[src/rtl/ep3_arb_pkg.sv]
// ============================================================================
//  Module   : ep3_arb_pkg
//  Brief    : Shared types and constants for the EP3 IN-endpoint arbiter.
//  Revision : 1.0 - initial release
// ============================================================================
`default_nettype none

package ep3_arb_pkg;

    localparam int   LEN_W   = 11;
    localparam logic OWN_TS  = 1'b0;
    localparam logic OWN_AUX = 1'b1;

    typedef enum logic [1:0] {
        ST_IDLE     = 2'd0,
        ST_WRITE    = 2'd1,
        ST_COMMIT   = 2'd2,
        ST_WAIT_ACK = 2'd3
    } state_t;

    // A zero-length request still carries one byte.
    function automatic logic [LEN_W-1:0] norm_len(input logic [LEN_W-1:0] len);
        return (len == '0) ? LEN_W'(1) : len;
    endfunction

endpackage

`default_nettype wire

[src/rtl/ep3_ack_sync.sv]
// ============================================================================
//  Module   : ep3_ack_sync
//  Brief    : Two-flop synchronizer for the commit acknowledge plus a
//             single-cycle falling-edge pulse on the synchronized level.
//  Revision : 1.0 - initial release
// ============================================================================
`default_nettype none

module ep3_ack_sync (
    input  logic clk,
    input  logic rst,
    input  logic i_ack,
    output logic o_fall
);

    logic r_s1;
    logic r_s2;
    logic r_s2_d;

    always_ff @(posedge clk) begin
        if (rst) begin
            r_s1   <= 1'b0;
            r_s2   <= 1'b0;
            r_s2_d <= 1'b0;
        end else begin
            r_s1   <= i_ack;
            r_s2   <= r_s1;
            r_s2_d <= r_s2;
        end
    end

    assign o_fall = r_s2_d & ~r_s2;

endmodule

`default_nettype wire

[src/rtl/ep3_in_arb.sv]
// ============================================================================
//  Module   : ep3_in_arb
//  Brief    : Frame-level round-robin arbiter writing TS / aux bytes into the
//             EP3 IN buffer, with commit / acknowledge handshake.
//             Optional partial-frame flush: define EP3_ARB_FLUSH_EN.
//  Revision : 1.0 - initial release
// ============================================================================
`default_nettype none

module ep3_in_arb
    import ep3_arb_pkg::*;
#(
    parameter int ACK_TIMEOUT = 7,
    parameter int FLUSH_IDLE  = 256
) (
    input  logic             clk,
    input  logic             reset,
    input  logic [LEN_W-1:0] commit_len,
    input  logic             ts_req,
    input  logic [7:0]       ts_data,
    output logic             ts_gnt,
    input  logic             aux_req,
    input  logic [7:0]       aux_data,
    output logic             aux_gnt,
    output logic [LEN_W-1:0] ep3_usb_in_addr,
    output logic [7:0]       ep3_usb_in_data,
    output logic             ep3_usb_in_wren,
    output logic             ep3_usb_in_commit,
    input  logic             ep3_usb_in_ready,
    input  logic             ep3_usb_in_commit_ack,
    output logic [LEN_W-1:0] ep3_usb_in_commit_len,
    output logic             owner,
    output logic [8:0]       missed,
    output logic [15:0]      frames
);

    localparam int TO_W = $clog2(ACK_TIMEOUT) + 1;

    if (ACK_TIMEOUT < 1 || FLUSH_IDLE < 1) begin : g_param_check
        $error("ep3_in_arb: ACK_TIMEOUT and FLUSH_IDLE must be at least 1");
    end

    state_t           r_state;
    state_t           w_state_nxt;
    logic             r_owner;
    logic             r_pref;
    logic [LEN_W-1:0] r_len;
    logic [LEN_W-1:0] r_clen;
    logic [LEN_W-1:0] r_addr;
    logic [LEN_W-1:0] r_gcnt;
    logic             r_wren;
    logic [7:0]       r_wdata;
    logic [TO_W-1:0]  r_to;
    logic [8:0]       r_missed;
    logic [15:0]      r_frames;

    logic w_ack_fall;
    logic w_owner_req;
    logic w_gnt;
    logic w_next_owner;
    logic w_start;
    logic w_last_wr;
    logic w_timeout;
    logic w_leave;
    logic w_flush;

    ep3_ack_sync u_ack_sync (
        .clk    (clk),
        .rst    (reset),
        .i_ack  (ep3_usb_in_commit_ack),
        .o_fall (w_ack_fall)
    );

    assign w_owner_req  = (r_owner == OWN_AUX) ? aux_req : ts_req;
    // r_gcnt stops grants once the whole frame has been taken, while the
    // final byte is still one cycle away from its write.
    assign w_gnt        = (r_state == ST_WRITE) && w_owner_req && ep3_usb_in_ready
                          && (r_gcnt != r_len);
    assign w_next_owner = (ts_req && aux_req) ? r_pref : (aux_req ? OWN_AUX : OWN_TS);
    assign w_start      = (r_state == ST_IDLE) && ep3_usb_in_ready && (ts_req || aux_req);
    assign w_last_wr    = r_wren && (r_addr == r_len - LEN_W'(1));
    assign w_timeout    = (r_to == TO_W'(ACK_TIMEOUT - 1));
    assign w_leave      = (r_state == ST_WAIT_ACK) && (w_ack_fall || w_timeout);

    always_comb begin
        w_state_nxt = r_state;
        case (r_state)
            ST_IDLE:     if (w_start) w_state_nxt = ST_WRITE;
            ST_WRITE:    if (w_last_wr || w_flush) w_state_nxt = ST_COMMIT;
            ST_COMMIT:   w_state_nxt = ST_WAIT_ACK;
            ST_WAIT_ACK: if (w_leave) w_state_nxt = ST_IDLE;
            default:     w_state_nxt = ST_IDLE;
        endcase
    end

    always_ff @(posedge clk) begin
        if (reset) begin
            r_state <= ST_IDLE;
        end else begin
            r_state <= w_state_nxt;
        end
    end

    always_ff @(posedge clk) begin
        if (reset) begin
            r_owner  <= OWN_TS;
            r_pref   <= OWN_TS;
            r_len    <= '0;
            r_clen   <= '0;
            r_addr   <= '0;
            r_gcnt   <= '0;
            r_wren   <= 1'b0;
            r_wdata  <= '0;
            r_to     <= '0;
            r_missed <= '0;
            r_frames <= '0;
        end else begin
            if (w_start) begin
                r_owner <= w_next_owner;
                r_len   <= norm_len(commit_len);
                r_clen  <= norm_len(commit_len);
                r_gcnt  <= '0;
            end

            r_wren <= w_gnt;
            if (w_gnt) begin
                r_wdata <= (r_owner == OWN_AUX) ? aux_data : ts_data;
                r_gcnt  <= r_gcnt + LEN_W'(1);
            end

            if (r_wren) begin
                r_addr <= w_last_wr ? '0 : r_addr + LEN_W'(1);
            end

            if (w_flush) begin
                r_clen <= r_addr;
                r_addr <= '0;
            end

            if (r_state == ST_WAIT_ACK) begin
                r_to <= r_to + TO_W'(1);
            end else begin
                r_to <= '0;
            end

            if (w_leave) begin
                r_frames <= r_frames + 16'd1;
                r_pref   <= ~r_owner;
                // An ack edge landing on the timeout cycle still counts as acked.
                if (!w_ack_fall && r_missed != 9'h1FF) begin
                    r_missed <= r_missed + 9'd1;
                end
            end
        end
    end

`ifdef EP3_ARB_FLUSH_EN
    localparam int IDLE_W = $clog2(FLUSH_IDLE) + 1;

    logic [IDLE_W-1:0] r_idle;

    always_ff @(posedge clk) begin
        if (reset || r_state != ST_WRITE || w_gnt || w_owner_req) begin
            r_idle <= '0;
        end else if (r_idle != IDLE_W'(FLUSH_IDLE - 1)) begin
            r_idle <= r_idle + IDLE_W'(1);
        end
    end

    assign w_flush = (r_state == ST_WRITE) && !w_owner_req && !r_wren
                     && (r_addr != '0) && (r_idle == IDLE_W'(FLUSH_IDLE - 1));
`else
    assign w_flush = 1'b0;
`endif

    assign ts_gnt                = w_gnt && (r_owner == OWN_TS);
    assign aux_gnt               = w_gnt && (r_owner == OWN_AUX);
    assign ep3_usb_in_addr       = r_addr;
    assign ep3_usb_in_data       = r_wdata;
    assign ep3_usb_in_wren       = r_wren;
    assign ep3_usb_in_commit     = (r_state == ST_COMMIT);
    assign ep3_usb_in_commit_len = r_clen;
    assign owner                 = r_owner;
    assign missed                = r_missed;
    assign frames                = r_frames;

endmodule

`default_nettype wire
[config.mk]
export PLATFORM = sky130hd
export DESIGN_NAME = ep3_in_arb
export DESIGN_NICKNAME = d
export VERILOG_FILES = /design/src/rtl/ep3_arb_pkg.sv /design/src/rtl/ep3_ack_sync.sv /design/src/rtl/ep3_in_arb.sv
export SDC_FILE = /design/constraint.sdc
export NUM_CORES = 1
export LEC_CHECK = 0
export BUFFER_PORTS_ARGS = -buffer_cell sky130_fd_sc_hd__buf_2
export CAP_MARGIN = 20
export CORE_MARGIN = 3
export CORE_UTILIZATION = 41
export CTS_CLUSTER_SIZE = 12
export DETAILED_ROUTE_END_ITERATION = 7
export PLACE_DENSITY = 0.7
export SYNTH_ARGS = -nofsm -noshare
export SYNTH_HDL_FRONTEND = slang
export SYNTH_SLANG_ARGS = --single-unit
[constraint.sdc]
create_clock -name clk -period 3 [get_ports clk]
set_input_delay 0.15 -clock clk [delete_from_list [all_inputs] [get_ports clk]]
set_output_delay 0.15 -clock clk [all_outputs]
set_load 0.02 [all_outputs]
## Yosys cells after proc, flatten, opt, wreduce, memory -nomap -nowiden

Index checks and enable logic that the tools add are counted.
W data, S select, Z words.

| storage, ports and cells | value |
|---|---|
| bits in registers | 78 |
| input bits | 33 |
| output and inout bits | 60 |
| logic and storage cells | 66 |

| operators by class | value |
|---|---|
| add/subtract/negate cells | 6 |
| equal/unequal tests | 10 |
| multiplexer cells | 12 |
| bitwise operators | 4 |
| reduce and logical (&&, ||, !) cells | 20 |

Operators by type and width:

| cell | count |
|---|---|
| $mux W11 | 4 |
| $add A11 B1 Y11 const B | 2 |
| $add A16 B1 Y16 const B | 1 |
| $eq A11 B11 Y1 | 1 |
| $logic_and A1 B1 Y1 | 11 |
| $logic_not A11 Y1 | 1 |
| $ne A11 B11 Y1 | 1 |
| $sub A11 B1 Y11 const B | 1 |
| $add A9 B1 Y9 const B | 1 |
| $ne A9 B9 Y1 const B | 1 |
| $mux W8 | 1 |
| $pmux W2 S4 | 1 |
| $mux W2 | 3 |
| $ne A2 B2 Y1 const B | 3 |
| $add A4 B1 Y4 const B | 1 |
| $eq A2 B2 Y1 const B | 2 |
| $eq A4 B3 Y1 const B | 1 |
| $mux W1 | 3 |
| $not A1 Y1 | 3 |
| $reduce_and A3 Y1 | 1 |
| $eq A2 B1 Y1 const B | 1 |
| $logic_not A2 Y1 | 1 |
| $logic_or A1 B1 Y1 | 2 |
| $reduce_and A2 Y1 | 1 |
| 4 further kinds | 4 |

## Depth between registers and ports, before layout

Gate-level depths: netlist (run 1).

| depth | value |
|---|---|
| depth in word-level cells | 6 |
| depth in mapped cells | 9 |
| depth with buffers taken out | 9 |

## Hierarchy

Synthesis (run 1) repeated with hierarchy kept, for this count alone.

| second synthesis, totals | value |
|---|---|
| cell total of the unflattened synthesis | 467 |
| area total of the unflattened synthesis | 3,890.0 µm² |

Modules (own cells, without submodules):

| module | instances | cells an instance | area an instance (µm²) | seq. area each (µm²) |
|---|---|---|---|---|
| ep3_in_arb | 1 | 460 | 3,802.4 | 1,501.4 |
| ep3_ack_sync | 1 | 7 | 87.6 | 60.1 |

## Worst setup path before layout (run 1)

OpenSTA, ideal clock, no wires.

| timing path | value |
|---|---|
| kind | flip-flop to flip-flop |
| from | register ep3_usb_in_commit_len[2] (netlist name) |
| to | register r_state[0] |
| setup time | 0.072 ns |
| arrival | 2.351 ns |
| required time | 2.928 ns |
| path slack | 0.578 ns |
| cell stages (with the launch flop) | 8 |
| buffers on the path | 1 |
| period minus slack after synthesis | 2.422 ns |
| cells stage by stage | dfxtp_1 or4_1 clkbuf_2 or4b_4 o22ai_2 o2111ai_4 o21ai_2 mux2i_1 |

RTL lines:

| item | RTL line | text |
|---|---|---|
| to (signal assigned) | ep3_in_arb.sv:100 | `r_state <= w_state_nxt;` |
| to (decl) | ep3_in_arb.sv:43 | `state_t r_state;` |

==> key figures, run 1 <==
Floorplan
  • Die Y: 103.7 um
  • Die ar.: 10740 sq um
  • Die X: 103.7 um
  • IO Pins: 93
  • Initial cell density of the core: 42.32%
  • Row Count: 35
  • CORE AREA: 9240 sq um

Yosys
  • Number of enable flip-flop cells after synthesis: 0
  • Post-Syn Area: 3910 sq um
  • Post-Syn Area per Cell: 8.593 sq um
  • Post-synthesis sequential area ratio: 39.94%
  • Yosys cell types: 48
  • #FFs+latches synth: 78
  • Post-synth top flop: dfxtp_1
  • Syn Nets: 500
  • Synthesis Warnings: 0
  • Cells after Synth: 455
  • Asr flop ratio synth: 0%

Setup path
  • CP delay by family, top: simple AND/OR/NAND/NOR gates
  • Crit path kind: reg -> reg
  • Largest stage delay, worst path: 0.66 ns
  • Crit end category: register
  • Buf/Inv on CP: 0
  • R2R setup slack: 0.51 ns
  • Reg2reg start: ep3_usb_in_commit_len[2]
  • Type of origin of the critical path: register
  • FF-to-FF path depth: 6
  • CP max-delay cell: or4_1
  • Worst path cell trace: or4_1, or4b_4, o22ai_2, o2111ai_4, o21bai_4, nor2_1
  • Crit path required time: 3.23 ns
  • Worst-path fanout max: 9
  • Worst EP arrival: 2.73 ns
  • FF-to-FF End: ep3_usb_in_addr[10]

Timing
  • RSZ-0062 raised after global routing: no
  • Setup TNS Final: 0 ns
  • Final Cycle Share: 83.12%
  • Worst-margin pin slew: 0.9122 ns
  • Max-slew violation count: 0
  • Final setup fails: 0
  • Max Clock Freq: 401.0 MHz
  • Slew HR: 39.19%
  • Clock skew: 0.006899 ns
  • Fin crit period: 2.493 ns
  • Final hold vios: 0

Global routing
  • Largest net degree at the start of global routing: 52
  • Overflow after GRT: 0
  • Tot GR Track Use: 17.30%
  • Initial antenna violation count: 0
  • First-pass GRT wire length: 15640 um
  • Number of global-route vias before repair: 3248

Power and ir drop
  • Max VDD drop: 0.2267 mV
  • Power Dens Cells: 565.2 nW/um^2
  • Leakage Power: 2.032 nW

Detailed routing
  • Via count: 3544
  • Post-Route WL: 9353 um
  • Via density per instance: 5.227
  • Drt wl/cell: 13.79 um
  • # DRC: 0
  • DRT iter0 DRCs: 121
  • Antenna-violating nets left: 0
  • Drt first pass iters: 4

Clocking
  • CTS tree: built
  • Num CTS Buffers: 9
  • Max clock buf depth: 2
  • Root buf cell: clkbuf_8
  • CTS sink cnt: 78
  • Worst-Skew Late Latency: 0.35 ns
  • Clock transition at the registers of the reported paths: 0.08 ns
  • CTS H-tree depth: 3
  • Post_cts resized: 0

Hold path
  • Hold path endpoint: ep3_usb_in_commit_len[9]
  • Beginning of the worst hold path: commit_len[9]
  • Hold Crit Depth: 3
  • Hold Path Class: in -> reg

Placement
  • Post-placement cell count: 661
  • IO Port Bufs: 92
  • Final HPWL from detailed placement: 6743 um
  • Gpl congestion: 0.8841

Layout
  • Register area: 1562 sq um
  • Fill count: 921
  • Multi-input logic area: 2238 sq um
  • Area grow syn2layout: 20.32%
  • Final nets: 589
  • Share of cells above drive strength 1: 22.04%
  • Antenna Cells: 0
  • Post-route insts no fill: 678

Status
  • Status: complete, no violations

Run
  • Max Cap Viol: 0
## stage by stage
stage	power (mW)	setup slack, ns	utilization (%)	hold slack [ns]	area (sq um)
final	2.659	0.5065	50.91	0.04700	4705
after global routing	2.822	0.3435	50.91	0.03251	4705
after global placement	1.845	0.5832	48.54	0.3727	4486
after floorplan	1.684	0.5778	-	0.2782	3910
after CTS	2.693	0.4889	50.91	0.02771	4705
after detailed placement	1.862	0.5010	48.54	0.3709	4486
## flip-flops by register name (all words and copies together), names as in the netlist, 2 cells and up
signal,flops
ep3_usb_in_addr,11
ep3_usb_in_commit_len,11
ep3_usb_in_data,8
frames,16
missed,9
r_gcnt,11
r_state,2
r_to,4
## worst max-delay path by stage
stage,end,cells past startpoint,startpoint
final,ep3_usb_in_addr[10],6,ep3_usb_in_commit_len[2]
after CTS,r_state[0],6,ep3_usb_in_commit_len[2]
after floorplan,r_state[0],7,ep3_usb_in_commit_len[2]
after global placement,ep3_usb_in_addr[10],6,ep3_usb_in_commit_len[2]
after global routing,r_state[0],6,ep3_usb_in_commit_len[2]
after detailed placement,r_state[0],6,ep3_usb_in_commit_len[2]
## placed cells by master (no fill, tap or decap), types with 13 or more instances in the layout
cell type  Yosys  final
buf_2          0     92
dfxtp_1       78     78
nor2_1        55     55
xor2_1        40     40
nand2_1       37     37
a21oi_1       32     32
nand3_1       17     17
xnor2_1       14     14
o21ai_0       14     14
mux2i_1       13     13
## cell families after synthesis
logic type | count (synthesis) | synth area share [%]
AND/OR/NAND/NOR | 194 | 25.47
flip-flops | 78 | 39.94
AO/OA/AOI/OAI | 74 | 12.22
XOR/XNOR | 54 | 12.10
buffers and inverters | 29 | 2.816
multiplexers | 14 | 3.616
adder cells (fa/ha/maj) | 12 | 3.840
## synthesized netlist by cell type, types with 5 or more instances
library cell | count | area (sq um)
a211oi_1 | 12 | 90.09
a21oi_1 | 32 | 160.2
and3_1 | 10 | 62.56
clkbuf_1 | 16 | 60.06
dfxtp_1 | 78 | 1562
ha_1 | 12 | 150.1
inv_1 | 11 | 41.29
mux2i_1 | 13 | 130.1
nand2_1 | 37 | 138.9
nand2b_1 | 11 | 68.82
nand3_1 | 17 | 85.08
nand3b_1 | 5 | 37.54
nand4_1 | 12 | 75.07
nor2_1 | 55 | 206.5
nor2b_1 | 6 | 37.54
nor3_1 | 10 | 50.05
nor4_1 | 6 | 37.54
o21ai_0 | 14 | 70.07
or3_1 | 9 | 56.30
xnor2_1 | 14 | 122.6
xor2_1 | 40 | 350.3
## metal layers
metal / track usage [%] / up-vias / part of all wire [%]
li1: - / 1767 / -
met1: 22.45 / 1661 / 46
met2: 27.01 / 108 / 46
met3: 6.542 / 8 / 7.3
met4: 4.843 / 0 / 0.78
met5: 0 / - / 0
## repair_timing
action | CTS | global route
endpoints found under the hold margin | 1 | 0
hold buffers | 1 | 0
setup buffers | 0 | 0
## worst register-to-register path: stages (launching register included)
cell,delay (ns)
dfxtp_1,0.39
or4_1,0.66
or4b_4,0.55
o22ai_2,0.20
o2111ai_4,0.20
o21bai_4,0.31
nor2_1,0.09
## layout make-up
type	instances	share of cell area, %
Tap cell	129	3.431
Sequential cell	78	33.19
Timing Repair Buffer	96	10.48
Multi-Input combinational cell	348	47.58
Clock buffer	11	3.218
Clock inverter	5	1.223
Inverter	11	0.8777
## report_power, final
| group | internal, mW | switching [mW] |
|---|---|---|
| clock | 0.430 | 0.386 |
| sequential | 1.09 | 0.0751 |
| combinational | 0.260 | 0.420 |
Power figures use the tool's default switching activity.
==> run 2, diff against run 1 <==
==> constraint.sdc (replaced) <==
create_clock -name clk -period 2.36 [get_ports clk]
set_input_delay 0.118 -clock clk [delete_from_list [all_inputs] [get_ports clk]]
set_output_delay 0.118 -clock clk [all_outputs]
set_load 0.02 [all_outputs]
==> key figures, run 2 (synthesis gave the netlist of run 1 again) <==
Detailed routing
  • Via density per instance: 5.220
  • Via count: 3628
  • Drt wl/cell: 14.28 um
  • Post-Route WL: 9928 um
  • Antenna-violating nets left: 0
  • # DRC: 0
  • Met2 Wirelength: 4457 um
  • WL met3: 736 um
  • Top sig layer: met4
  • Drt first pass iters: 5
  • DRT iter0 DRCs: 186
  • M1 WL: 4568 um

Timing
  • Min Hold Slack: 0.01853 ns
  • Setup TNS Final: 0 ns
  • Fin crit period: 2.328 ns
  • Clock skew: 0.007878 ns
  • Slew HR: 49.61%
  • Max-slew violation count: 0
  • Final hold vios: 0
  • Worst-margin pin slew: 0.7559 ns
  • RSZ-0062 raised after global routing: yes
  • Max Clock Freq: 429.5 MHz
  • Final Cycle Share: 98.65%
  • Final setup fails: 0

Floorplan
  • IO Pins: 93
  • CORE AREA: 9240 sq um
  • Die ar.: 10740 sq um
  • Initial cell density of the core: 42.32%
  • Die X: 103.7 um
  • Die Y: 103.7 um
  • Row Count: 35

Setup path
  • Worst EP arrival: 2.61 ns
  • Crit end category: register
  • Crit path kind: reg -> reg
  • FF-to-FF End: r_state[1]
  • Worst-path fanout max: 5
  • Reg2reg start: ep3_usb_in_commit_len[2]
  • Crit path required time: 2.64 ns
  • FF-to-FF path depth: 6
  • Type of origin of the critical path: register
  • R2R setup slack: 0.03 ns

Power and ir drop
  • Sw frac: 33.57%
  • Combinational Power Share: 29.1%
  • Share of power burned in registers: 41.2%
  • Internal: 2.339 mW
  • Power Dens Cells: 720.1 nW/um^2
  • Clock power frac: 29.7%
  • Final Total Pwr: 3.521 mW
  • Max VDD drop: 0.3383 mV
  • P_sw: 1.182 mW
  • Leakage Power: 2.119 nW

Placement
  • Gpl congestion: 0.9358
  • IO Port Bufs: 92
  • Final HPWL from detailed placement: 7023 um

Global routing
  • Number of global-route vias before repair: 3530
  • Largest net degree at the start of global routing: 40
  • Initial antenna violation count: 0
  • First-pass GRT wire length: 16240 um
  • Tot GR Track Use: 17.87%
  • Overflow after GRT: 0

Layout
  • Final core utilization: 52.92%
  • Fill count: 879
  • Commonest non-fill, non-tap cell in the layout: buf_2
  • Max reg flops: 16
  • Most frequent cells in the layout: buf_2, dfxtp_1, nor2_1
  • Area grow syn2layout: 25.06%
  • Antenna Cells: 0
  • Share of cells above drive strength 1: 26.50%
  • Final nets: 606

Clocking
  • Num CTS Buffers: 9
  • CTS tree: built
  • Max clock buf depth: 2
  • CTS H-tree depth: 3
  • Worst-Skew Late Latency: 0.35 ns
  • Root buf cell: clkbuf_8
  • CTS sink cnt: 78
  • Clock transition at the registers of the reported paths: 0.08 ns

Hold path
  • Beginning of the worst hold path: commit_len[6]
  • Hold Path Class: in -> reg
  • Hold path endpoint: ep3_usb_in_commit_len[6]
  • Hold Crit Depth: 3

Run
  • Max Cap Viol: 0

Status
  • Status: complete, no violations
## run 2: power by group through the flow
stage               registers [mW]  clock network [mW]  logic (mW)
floorplan                     1.53                   0       0.610
global placement              1.47                   0       0.926
detailed placement            1.48                   0       0.948
CTS                           1.45                1.07       0.970
global route                  1.46                1.12        1.12
finish                        1.45                1.04        1.03
## run 2: stage by stage
step                      cell area (sq um)  std cells  setup slack [ns]
after floorplan                        3914        455          0.001673
after global placement                 4593        675           0.08186
after detailed placement               4593        675          0.003809
after CTS                              4818        692          0.001136
after global routing                   4890        695          -0.04404
final                                  4890        695           0.03181
## run 2: per-layer routing
layer,track usage (%),vias up
met5,0,-
met4,5.793,0
met3,5.358,14
met2,28.83,109
met1,22.97,1705
li1,-,1800
## run 2: final cells by class
class | instances | area [sq um] | share of cell area [%]
Inverter | 11 | 41.29 | 0.8444
Timing Repair Buffer | 112 | 613.1 | 12.54
Clock inverter | 5 | 57.56 | 1.177
Sequential cell | 78 | 1565 | 32.01
Tap cell | 129 | 161.4 | 3.301
Multi-Input combinational cell | 349 | 2300 | 47.03
Clock buffer | 11 | 151.4 | 3.096
## run 2: how the worst max path moves through the flow
stage	cells past startpoint	slack, ns	start	end
after CTS	6	0.001	ep3_usb_in_commit_len[2]	r_state[1]
after global routing	6	-0.04	ep3_usb_in_commit_len[2]	r_state[1]
after global placement	6	0.08	ep3_usb_in_commit_len[2]	ep3_usb_in_addr[8]
final	6	0.03	ep3_usb_in_commit_len[2]	r_state[1]
after detailed placement	7	0.004	ep3_usb_in_commit_len[2]	ep3_usb_in_addr[10]
after floorplan	7	0.002	ep3_usb_in_commit_len[0]	r_state[0]
## run 2: critical path: stages, from the launching register on
cell	delay [ns]
dfxtp_2	0.33
or4_4	0.55
or4b_4	0.51
o22ai_4	0.23
o2111ai_4	0.19
o21ai_2	0.25
mux2i_1	0.21
## run 2: repair_timing
| action | in CTS | in global routing |
|---|---|---|
| setup endpoints to repair | 3 | 15 |
| pin swaps | 0 | 6 |
| gates resized for setup | 1 | 10 |
| setup buffers | 0 | 2 |
| hold buffers | 1 | 0 |
| gates cloned | 0 | 1 |
| hold endpoints to repair | 1 | 0 |
